[src/rtl/shifter_op_ctrl.sv]
// ARM data-processing operand-2 sequencer: rotate-immediate, immediate-shift and
// register-shift forms, with an Rs register-file fetch of configurable latency.
module shifter_op_ctrl #(
    parameter int RF_ADDR_W   = 4,
    parameter int RS_READ_LAT = 1
) (
    input  logic                 clk,
    input  logic                 rst_n,
    input  logic                 flush,
    input  logic                 req_valid,
    output logic                 req_ready,
    input  logic                 i_bit,
    input  logic                 reg_shift,
    input  logic [1:0]           shift_type,
    input  logic [4:0]           shift_imm,
    input  logic [3:0]           rotate_imm,
    input  logic [7:0]           imm8,
    input  logic [RF_ADDR_W-1:0] rs_idx,
    input  logic [31:0]          rm_val,
    input  logic                 c_in,
    output logic [RF_ADDR_W-1:0] rs_addr,
    output logic                 rs_rd_en,
    input  logic [31:0]          rs_data,
    output logic [1:0]           shifter_sel,
    output logic                 out_valid,
    input  logic                 out_ready,
    output logic [31:0]          shifter_operand,
    output logic                 shifter_carry
);
    typedef enum logic [1:0] {
        IDLE    = 2'b00,
        RS_WAIT = 2'b01,
        SHIFT   = 2'b10,
        DONE    = 2'b11
    } state_t;

    localparam logic [1:0] SEL_ROT  = 2'b00;
    localparam logic [1:0] SEL_IMM  = 2'b01;
    localparam logic [1:0] SEL_REG  = 2'b10;
    localparam logic [1:0] LAT_INIT = 2'(RS_READ_LAT);

    // Shift by an effective amount k; returns {carry, result}. ROR uses only k[4:0].
    function automatic logic [32:0] barrel(input logic [1:0] st, input logic [7:0] k,
                                           input logic rrx, input logic [31:0] rm,
                                           input logic c);
        logic [32:0]        ext;
        logic signed [32:0] sx;
        logic [63:0]        dbl;
        logic [31:0]        res;
        logic               cy;
        ext = 33'd0;
        sx  = 33'sd0;
        dbl = 64'd0;
        res = rm;
        cy  = c;
        if (rrx) begin
            res = {c, rm[31:1]};
            cy  = rm[0];
        end else if (k == 8'd0) begin
            res = rm;
            cy  = c;
        end else begin
            case (st)
                2'b00: begin
                    ext = {1'b0, rm} << k;
                    res = ext[31:0];
                    cy  = ext[32];
                end
                2'b01: begin
                    ext = {rm, 1'b0} >> k;
                    res = ext[32:1];
                    cy  = ext[0];
                end
                2'b10: begin
                    sx  = {rm, 1'b0};
                    sx  = sx >>> k;
                    res = sx[32:1];
                    cy  = sx[0];
                end
                default: begin
                    dbl = {rm, rm} >> k[4:0];
                    res = dbl[31:0];
                    cy  = res[31];
                end
            endcase
        end
        return {cy, res};
    endfunction

    state_t                 state_q, state_d;
    logic [1:0]             cnt_q, cnt_d;
    logic [1:0]             sel_q, sel_d;
    logic [1:0]             st_q, st_d;
    logic [4:0]             shimm_q, shimm_d;
    logic [3:0]             rot_q, rot_d;
    logic [7:0]             imm8_q, imm8_d;
    logic [31:0]            rm_q, rm_d;
    logic                   c_q, c_d;
    logic [7:0]             amt_q, amt_d;
    logic [RF_ADDR_W-1:0]   rs_addr_q, rs_addr_d;
    logic                   rd_en_q, rd_en_d;
    logic                   req_ready_q, req_ready_d;
    logic                   out_valid_q, out_valid_d;
    logic [31:0]            op_q, op_d;
    logic                   carry_q, carry_d;
    logic [32:0]            res_s;
    logic [7:0]             imm_amt_s;
    logic                   imm_rrx_s;
    logic                   unused_rs_hi;

    // Immediate shift of zero encodes 32 for LSR/ASR and RRX for ROR.
    assign imm_amt_s    = ((shimm_q == 5'd0) && (st_q != 2'b00)) ? 8'd32 : {3'b000, shimm_q};
    assign imm_rrx_s    = (shimm_q == 5'd0) && (st_q == 2'b11);
    assign unused_rs_hi = ^rs_data[31:8];

    // Next-state, request capture and result computation.
    always_comb begin
        state_d   = state_q;
        cnt_d     = cnt_q;
        sel_d     = sel_q;
        st_d      = st_q;
        shimm_d   = shimm_q;
        rot_d     = rot_q;
        imm8_d    = imm8_q;
        rm_d      = rm_q;
        c_d       = c_q;
        amt_d     = amt_q;
        rs_addr_d = rs_addr_q;
        rd_en_d   = 1'b0;
        op_d      = op_q;
        carry_d   = carry_q;
        res_s     = 33'd0;
        if (flush) begin
            state_d = IDLE;
            cnt_d   = 2'd0;
        end else begin
            case (state_q)
                IDLE: begin
                    if (req_valid) begin
                        st_d    = shift_type;
                        shimm_d = shift_imm;
                        rot_d   = rotate_imm;
                        imm8_d  = imm8;
                        rm_d    = rm_val;
                        c_d     = c_in;
                        if (i_bit) begin
                            sel_d   = SEL_ROT;
                            state_d = SHIFT;
                        end else if (!reg_shift) begin
                            sel_d   = SEL_IMM;
                            state_d = SHIFT;
                        end else begin
                            sel_d     = SEL_REG;
                            state_d   = RS_WAIT;
                            rs_addr_d = rs_idx;
                            rd_en_d   = 1'b1;
                            cnt_d     = LAT_INIT;
                        end
                    end else begin
                        state_d = IDLE;
                    end
                end
                RS_WAIT: begin
                    cnt_d = cnt_q - 2'd1;
                    // Counter reaches zero on this edge: read data is valid now.
                    if (cnt_q <= 2'd1) begin
                        cnt_d   = 2'd0;
                        amt_d   = rs_data[7:0];
                        state_d = SHIFT;
                    end else begin
                        state_d = RS_WAIT;
                    end
                end
                SHIFT: begin
                    if (sel_q == SEL_ROT) begin
                        res_s = barrel(2'b11, {3'b000, rot_q, 1'b0}, 1'b0, {24'h000000, imm8_q}, c_q);
                    end else if (sel_q == SEL_IMM) begin
                        res_s = barrel(st_q, imm_amt_s, imm_rrx_s, rm_q, c_q);
                    end else begin
                        res_s = barrel(st_q, amt_q, 1'b0, rm_q, c_q);
                    end
                    op_d    = res_s[31:0];
                    carry_d = res_s[32];
                    state_d = DONE;
                end
                DONE: begin
                    if (out_ready) begin
                        state_d = IDLE;
                    end else begin
                        state_d = DONE;
                    end
                end
                default: begin
                    state_d = IDLE;
                end
            endcase
        end
        req_ready_d = (state_d == IDLE);
        out_valid_d = (state_d == DONE);
    end

    // State and output registers.
    always_ff @(posedge clk or negedge rst_n) begin
        if (!rst_n) begin
            state_q     <= IDLE;
            cnt_q       <= 2'd0;
            sel_q       <= 2'b00;
            st_q        <= 2'b00;
            shimm_q     <= 5'd0;
            rot_q       <= 4'd0;
            imm8_q      <= 8'd0;
            rm_q        <= 32'd0;
            c_q         <= 1'b0;
            amt_q       <= 8'd0;
            rs_addr_q   <= '0;
            rd_en_q     <= 1'b0;
            req_ready_q <= 1'b1;
            out_valid_q <= 1'b0;
            op_q        <= 32'd0;
            carry_q     <= 1'b0;
        end else begin
            state_q     <= state_d;
            cnt_q       <= cnt_d;
            sel_q       <= sel_d;
            st_q        <= st_d;
            shimm_q     <= shimm_d;
            rot_q       <= rot_d;
            imm8_q      <= imm8_d;
            rm_q        <= rm_d;
            c_q         <= c_d;
            amt_q       <= amt_d;
            rs_addr_q   <= rs_addr_d;
            rd_en_q     <= rd_en_d;
            req_ready_q <= req_ready_d;
            out_valid_q <= out_valid_d;
            op_q        <= op_d;
            carry_q     <= carry_d;
        end
    end

    assign req_ready       = req_ready_q;
    assign out_valid       = out_valid_q;
    assign rs_addr         = rs_addr_q;
    assign rs_rd_en        = rd_en_q;
    assign shifter_sel     = sel_q;
    assign shifter_operand = op_q;
    assign shifter_carry   = carry_q;
endmodule

[config.mk]
export PLATFORM = sky130hd
export DESIGN_NAME = shifter_op_ctrl
export DESIGN_NICKNAME = d
export VERILOG_FILES = /design/src/rtl/shifter_op_ctrl.sv
export SDC_FILE = /design/constraint.sdc
export NUM_CORES = 1
export LEC_CHECK = 0
export CAP_MARGIN = 20
export CORE_MARGIN = 2
export CORE_UTILIZATION = 40
export DETAILED_ROUTE_END_ITERATION = 6
export PLACE_DENSITY_LB_ADDON = 0.12
export SLEW_MARGIN = 15
export SYNTH_ARGS = -nofsm -noshare
export SYNTH_HDL_FRONTEND = slang
export SYNTH_SLANG_ARGS = --single-unit
export TNS_END_PERCENT = 50
[constraint.sdc]
create_clock -name clk -period 3.55 [get_ports clk]
set_input_delay 0.71 -clock clk [delete_from_list [all_inputs] [get_ports clk]]
set_output_delay 0.71 -clock clk [all_outputs]
set_load 0.1 [all_outputs]
# ---- Yosys cells after proc, flatten, opt, wreduce, memory -nomap -nowiden
# Index checks and enable logic that the tools add are counted.
dict set report classes {
  n_addsub 1
  order_cmp 1
  eq_ne 11
  shift 9
  n_mux 35
  bitwise_logic 2
  reduce_logical 17
}
# cell n
set op_table {}
lappend op_table {{$pmux W32 S3} 2}
lappend op_table {{$mux W32} 4}
lappend op_table {{$shr A64 B5 Y32} 2}
lappend op_table {{$mux W33} 2}
lappend op_table {{$shr A40 B5 Y32} 1}
lappend op_table {{$shl A32 B6 Y33} 1}
lappend op_table {{$shl A32 B8 Y33} 1}
lappend op_table {{$shr A33 B6 Y33} 1}
lappend op_table {{$shr A33 B8 Y33} 1}
lappend op_table {{$sshr A33 B6 Y33} 1}
lappend op_table {{$sshr A33 B8 Y33} 1}
lappend op_table {{$mux W2} 13}
lappend op_table {{$logic_not A8 Y1} 2}
lappend op_table {{$eq A2 B2 Y1 const B} 5}
lappend op_table {{$mux W1} 9}
lappend op_table {{$ne A3 B3 Y1 const B} 3}
lappend op_table {{$logic_not A2 Y1} 4}
lappend op_table {{$pmux W2 S4} 1}
lappend op_table {{$eq A2 B1 Y1 const B} 3}
lappend op_table {{$mux W6} 1}
lappend op_table {{$pmux W1 S3} 2}
lappend op_table {{$reduce_and A3 Y1} 2}
lappend op_table {{$logic_not A5 Y1} 1}
lappend op_table {{$reduce_and A5 Y1} 1}
lappend op_table {{10 further kinds} 12}
dict set report totals {
  reg_bits 106
  input_bits 95
  out_inout_bits 42
}

# ---- Longest topological paths before layout
dict set report depth {
  word_depth 9
  mapped_depth 13
  depth_no_buf 7
}

# ---- Worst setup path before layout
# No wires, ideal clock.
dict set report synth_path {
  path_type {register to register}
  startpoint {register sel_q[1] (netlist: shifter_sel[1])}
  endpoint {register op_q[28] (netlist: shifter_operand[28])}
  setup_ns 0.124
  arrival_time_ns 2.567
  t_required_ns 3.426
  path_slack_ns 0.859
  path_stages_with_launch 7
  n_path_buf 2
  period_less_slack_ns 2.691
  path_cell_list {dfrtp_1 clkinv_1 nand2_1 clkbuf_1 buf_1 nor3_1 a211o_1}
}
dict set report synth_via {
  elab_chain_cells 3
}
# element line
set synth_rtl {}
lappend synth_rtl {{start: declaration} 92} ;# logic [1:0] sel_q, sel_d;
lappend synth_rtl {{start signal: assignment} 224} ;# sel_q <= sel_d;
lappend synth_rtl {{$eq A2 B1 Y1} 177} ;# end else if (sel_q == SEL_IMM) begin
lappend synth_rtl {{$mux W33} 177}
lappend synth_rtl {{$mux W33 (*)} 175} ;# if (sel_q == SEL_ROT) begin
lappend synth_rtl {{end signal: assignment} 236} ;# op_q <= op_d;
lappend synth_rtl {{end: declaration} 104} ;# logic [31:0] op_q, op_d;
# Mark *: on every way between the ends. The rest lies on a longest branch, timed or not.
# A chain may end at the register's enable or synchronous reset.

# ---- Final worst setup path
dict set report layout_path {
  startpoint {register st_q[1]}
  endpoint {register op_q[12] (netlist: shifter_operand[12])}
}
dict set report layout_via {
  elab_chain_cells 9
}
# element line
set layout_rtl {}
lappend layout_rtl {{start: declaration} 93} ;# logic [1:0] st_q, st_d;
lappend layout_rtl {{start signal: assignment} 225} ;# st_q <= st_d;
lappend layout_rtl {{$reduce_bool A2 Y1} 112} ;# assign imm_amt_s = ((shimm_q == 5'd0) && (st_q != 2'b00)) ? 8'd32 : {3'b000, shimm_q};
lappend layout_rtl {{$logic_and A1 B1 Y1} 112}
lappend layout_rtl {{$mux W6} 112}
lappend layout_rtl {{$sshr A33 B6 Y33 (tied with other cells)} 76} ;# sx = sx >>> k;
lappend layout_rtl {{$pmux W32 S3} 63} ;# case (st)
lappend layout_rtl {{$mux W32} 59} ;# end else if (k == 8'd0) begin
lappend layout_rtl {{$mux W32} 56} ;# if (rrx) begin
lappend layout_rtl {{$mux W33 (*)} 177}
lappend layout_rtl {{$mux W33 (*)} 175}
# Marks and branches as above.

==> impl_summary.md <==
Power
In this run the power spent charging and discharging nets is 13.3 mW. The total chip power is 21.8 mW. In this run the power density over the cells is 1000 nW/um^2. The relative contribution of the clock network to total power is 5.3%. Net switching is 61.1% of the power. Per report_power, the sequential group accounts for 11.6% of the total.

The logic gate share of total power is 83.1%. Internal power comes to 8.49 mW. The static leakage is 8.14 nW. Across the VDD grid, the largest voltage drop is 673 uV.

Placement
Once detailed placement completed, the half-perimeter wirelength came to 86.8 mm. The placer congestion estimate is 1.11. The number of buffer cells added on primary ports is 112.

GRT
The via count of the first global-routing pass is 21700. The largest net degree at the start of global routing is 79. The overall global routing resource usage is 48.4%. The initial antenna violation count is 6. The remaining global-route overflow is 0. The global-route wire length before repair is 163 mm.

Timing
Setup violations remaining at the end of the flow were counted as 0. Setup repair after global routing left no endpoint under its margin. In this run the tightest slew margin relative to its limit is 17.7%. The final count of pins violating max slew is 0. The final count of hold timing violations is 0.

The clock skew after layout is 22.2 ps. The final critical-path required period is 3530 ps. Adding up every negative setup slack in the final design gives 0 ps. The transition time of the tightest slew-check pin is 1220 ps.

The post-route clock period utilization is 99.6%. The achievable frequency is 283 MHz.

CTS
The CTS buffer count is 9. After clock tree synthesis, the flow added hold-fix buffers numbering 0. The clock latency of the later-clocked register in the worst-skew pair is 430 ps. The H-tree depth reported by CTS is 3. After clock tree synthesis, the clock-pin slew on the worst setup and hold paths is 90 ps. TritonCTS built the clock tree.

The cell at the root of the clock tree is sky130_fd_sc_hd__clkbuf_16. The clock drives 106 sinks. The clock passes through at most 2 buffers.

Synth
The cell count after synthesis came out at 2190. The area of the mapped netlist is 18300 sq um. After synthesis, the most frequently instantiated cells are sky130_fd_sc_hd__nand2_1 (214), sky130_fd_sc_hd__nor2_1 (190), sky130_fd_sc_hd__clkbuf_1 (168). The unique cell type count in the Yosys netlist is 94.

In the post-synthesis netlist, the biggest area contributors are sky130_fd_sc_hd__mux4_2 (20%), sky130_fd_sc_hd__dfrtp_1 (14%), sky130_fd_sc_hd__mux2_2 (7.5%). During synthesis, Yosys emitted a total of 0 warnings. The area fraction of the dominant cell type after synthesis is 19.8%. When the netlist entered floorplanning its net count stood at 2285. The mean instance size in the synthesized netlist is 8.35 sq um. The synthesized design spends more area on one cell type than any other, namely sky130_fd_sc_hd__mux4_2.

Sequential cells were found to cover 14.5% of the synthesized design area. After synthesis the netlist holds a flip-flop and latch count of 106. The synthesized design contains 0 enable-type register cells. The most instantiated library cell after synthesis is sky130_fd_sc_hd__nand2_1. The share of flip-flops with an asynchronous set or reset after synthesis is 100%. For this run, the leading register cell type out of synthesis is sky130_fd_sc_hd__dfrtp_1.

Die
The core region is 45300 sq um. The initial utilization of the core area, before any placement, comes to 40.4%. The floorplan step set the die height to 218 um. The number of placement rows is 78. 137 I/O pins were placed. The area enclosed by the die boundary is 47500 sq um. The die is 218 um wide.

Final layout
The layout-stage area growth over the synthesis result is 19.1%. The final layout contains 2456 nets. The proportion of layout cells with a drive suffix above 1 is 29.4%. Counting the fill cells in the layout gives 4375.

Hold path
The tightest min-delay check is of the in2async type.

Route
The number of remaining DRC errors is 12. After detailed routing, the total wire length is 116 mm. The number of vias per cell is 7.63. The final routed wire length divided by cell count is 38.9 um.

For this block, the initial DRC count from the detailed router was 4073. In this run the remaining antenna-violating nets after routing total 0. Across all layers, the routed design uses 22700 vias. Before antenna repair, the detailed router went through 7 iterations.

Setup path
For the worst setup path, the data arrival time is 3820 ps. The data required time of the critical path is 3840 ps. The endpoint kind of the worst setup timing path is a flip-flop. The critical setup path kind is reg2reg.

The critical path launch point type is a flip-flop. Of all nets on the critical path, the largest fanout is 18. The worst-case register-to-register setup slack is 20 ps.

Flow run
Across the run, the number of max-cap violations was 0.

Status
The flow ran to the end, but the final reports show violations. The checks that failed: design-rule violations.
[registers in the layout, indices dropped and copies added, names as in the netlist, 2 cells and up]
signal           flops
state_q              2
imm8_q               8
shimm_q              5
rs_addr              4
cnt_q                2
rm_q                32
shifter_sel          2
st_q                 2
rot_q                4
shifter_operand     32
amt_q                8
[what timing repair did]
item                       in CTS  in global routing
setup buffers                   0                  1
resized for setup               1                  2
setup endpoints to repair       1                  6
[stage by stage]
stage          worst slack [ps]  std cells  util (%)  area [sq um]  hold slack [ps]
2_1_floorplan               859       2190         -         18300              414
3_3_place_gp              -71.2       2949      47.3         21400              486
3_5_place_dp              -7.87       2949      47.3         21400              497
4_1_cts                    24.2       2965      48.0         21700              264
5_1_grt                    2.74       2966      48.1         21800              281
6_report                   15.3       2970      48.1         21800              247
[kinds of logic after synthesis]
kind of cell	synth area share, %
AO/OA/AOI/OAI	26.9
AND/OR/NAND/NOR	17.0
multiplexers	33.5
buffers and inverters	7.99
flip-flops	14.5
XOR/XNOR	0.0958
[cells in the final DEF, fill, tap and decap left out, types with 8 or more instances in the layout]
master / count
sky130_fd_sc_hd__clkdlybuf4s50_1: 92
sky130_fd_sc_hd__nand3_1: 53
sky130_fd_sc_hd__o21a_1: 14
sky130_fd_sc_hd__nand2b_1: 21
sky130_fd_sc_hd__a21oi_1: 114
sky130_fd_sc_hd__a221oi_1: 13
sky130_fd_sc_hd__and3_1: 12
sky130_fd_sc_hd__nor2b_1: 21
sky130_fd_sc_hd__buf_12: 12
sky130_fd_sc_hd__nor4_1: 16
sky130_fd_sc_hd__a22oi_1: 24
sky130_fd_sc_hd__buf_4: 341
sky130_fd_sc_hd__and2_1: 14
sky130_fd_sc_hd__o211ai_1: 45
sky130_fd_sc_hd__mux2i_1: 102
sky130_fd_sc_hd__o22ai_1: 48
sky130_fd_sc_hd__mux4_2: 161
sky130_fd_sc_hd__a211oi_1: 32
sky130_fd_sc_hd__o21ai_0: 155
sky130_fd_sc_hd__a211o_1: 11
sky130_fd_sc_hd__nand2_1: 214
sky130_fd_sc_hd__a32oi_1: 10
sky130_fd_sc_hd__o31ai_1: 10
sky130_fd_sc_hd__dfrtp_1: 95
sky130_fd_sc_hd__nor3_1: 64
sky130_fd_sc_hd__a2111oi_0: 13
sky130_fd_sc_hd__inv_1: 18
sky130_fd_sc_hd__or3_1: 12
sky130_fd_sc_hd__o221ai_1: 42
sky130_fd_sc_hd__a22o_1: 12
sky130_fd_sc_hd__clkbuf_16: 9
sky130_fd_sc_hd__or2_2: 9
sky130_fd_sc_hd__o2111ai_1: 14
sky130_fd_sc_hd__nor2_1: 190
sky130_fd_sc_hd__mux2_2: 122
sky130_fd_sc_hd__a21o_1: 12
sky130_fd_sc_hd__a311oi_1: 8
sky130_fd_sc_hd__o32ai_1: 8
sky130_fd_sc_hd__a31oi_1: 39
[worst paths after layout]
kind,to,from,depth (start not counted)
worst max-delay path,shifter_operand[12]$_DFFE_PN0P_,st_q[1]$_DFFE_PN0P_,9
worst min-delay path,imm8_q[0]$_DFFE_PN0P_,rst_n,1
worst max register to register,shifter_operand[12]$_DFFE_PN0P_,st_q[1]$_DFFE_PN0P_,9
worst min register to register,rs_addr[0]$_DFFE_PN0P_,rs_addr[0]$_DFFE_PN0P_,1
max in group asynchronous,req_ready$_DFF_PN1_,rst_n,2
min in group clk,rs_addr[0]$_DFFE_PN0P_,rs_addr[0]$_DFFE_PN0P_,1
[worst max-delay path: stages, from the launching register on]
cell and delay (ps):
sky130_fd_sc_hd__dfrtp_1 1040, sky130_fd_sc_hd__nor2b_1 290, sky130_fd_sc_hd__buf_4 270, sky130_fd_sc_hd__nand3_1 160
sky130_fd_sc_hd__nor2_1 60, sky130_fd_sc_hd__nor3_1 430, sky130_fd_sc_hd__nor3_1 130, sky130_fd_sc_hd__a2111oi_1 680
sky130_fd_sc_hd__buf_4 240, sky130_fd_sc_hd__o211ai_1 90
[area by class of cell]
cell class | count | area [sq um] | area share [%]
diodes | 4 | 10.0 | 0.0459
well taps | 600 | 751 | 3.45
clock buffers | 9 | 225 | 1.03
inverters | 23 | 86.3 | 0.396
multi-input cells | 1775 | 14200 | 65.2
repair buffers | 446 | 3750 | 17.2
flip-flops and latches | 106 | 2680 | 12.3
clock inverters | 7 | 83.8 | 0.385
[power by group through the flow]
stage                     clock network [mW]  registers (mW)  logic (mW)
after floorplan                            0            3.38        9.04
after global placement                     0            2.47        17.0
after detailed placement                   0            2.50        17.0
after CTS                               1.16            2.47        17.1
after global routing                    1.19            2.55        18.4
final                                   1.15            2.54        18.1
[metal layers]
metal	track usage [%]	vias up	routed length [um]	share of wire (%)
met5	0.104	-	13	0.011
met4	38.8	2	12200	11
met3	14.9	605	14700	13
met2	73.2	2119	49400	43
met1	56.7	11000	39200	34
li1	-	8945	-	-
Power figures use the tool's default switching activity.
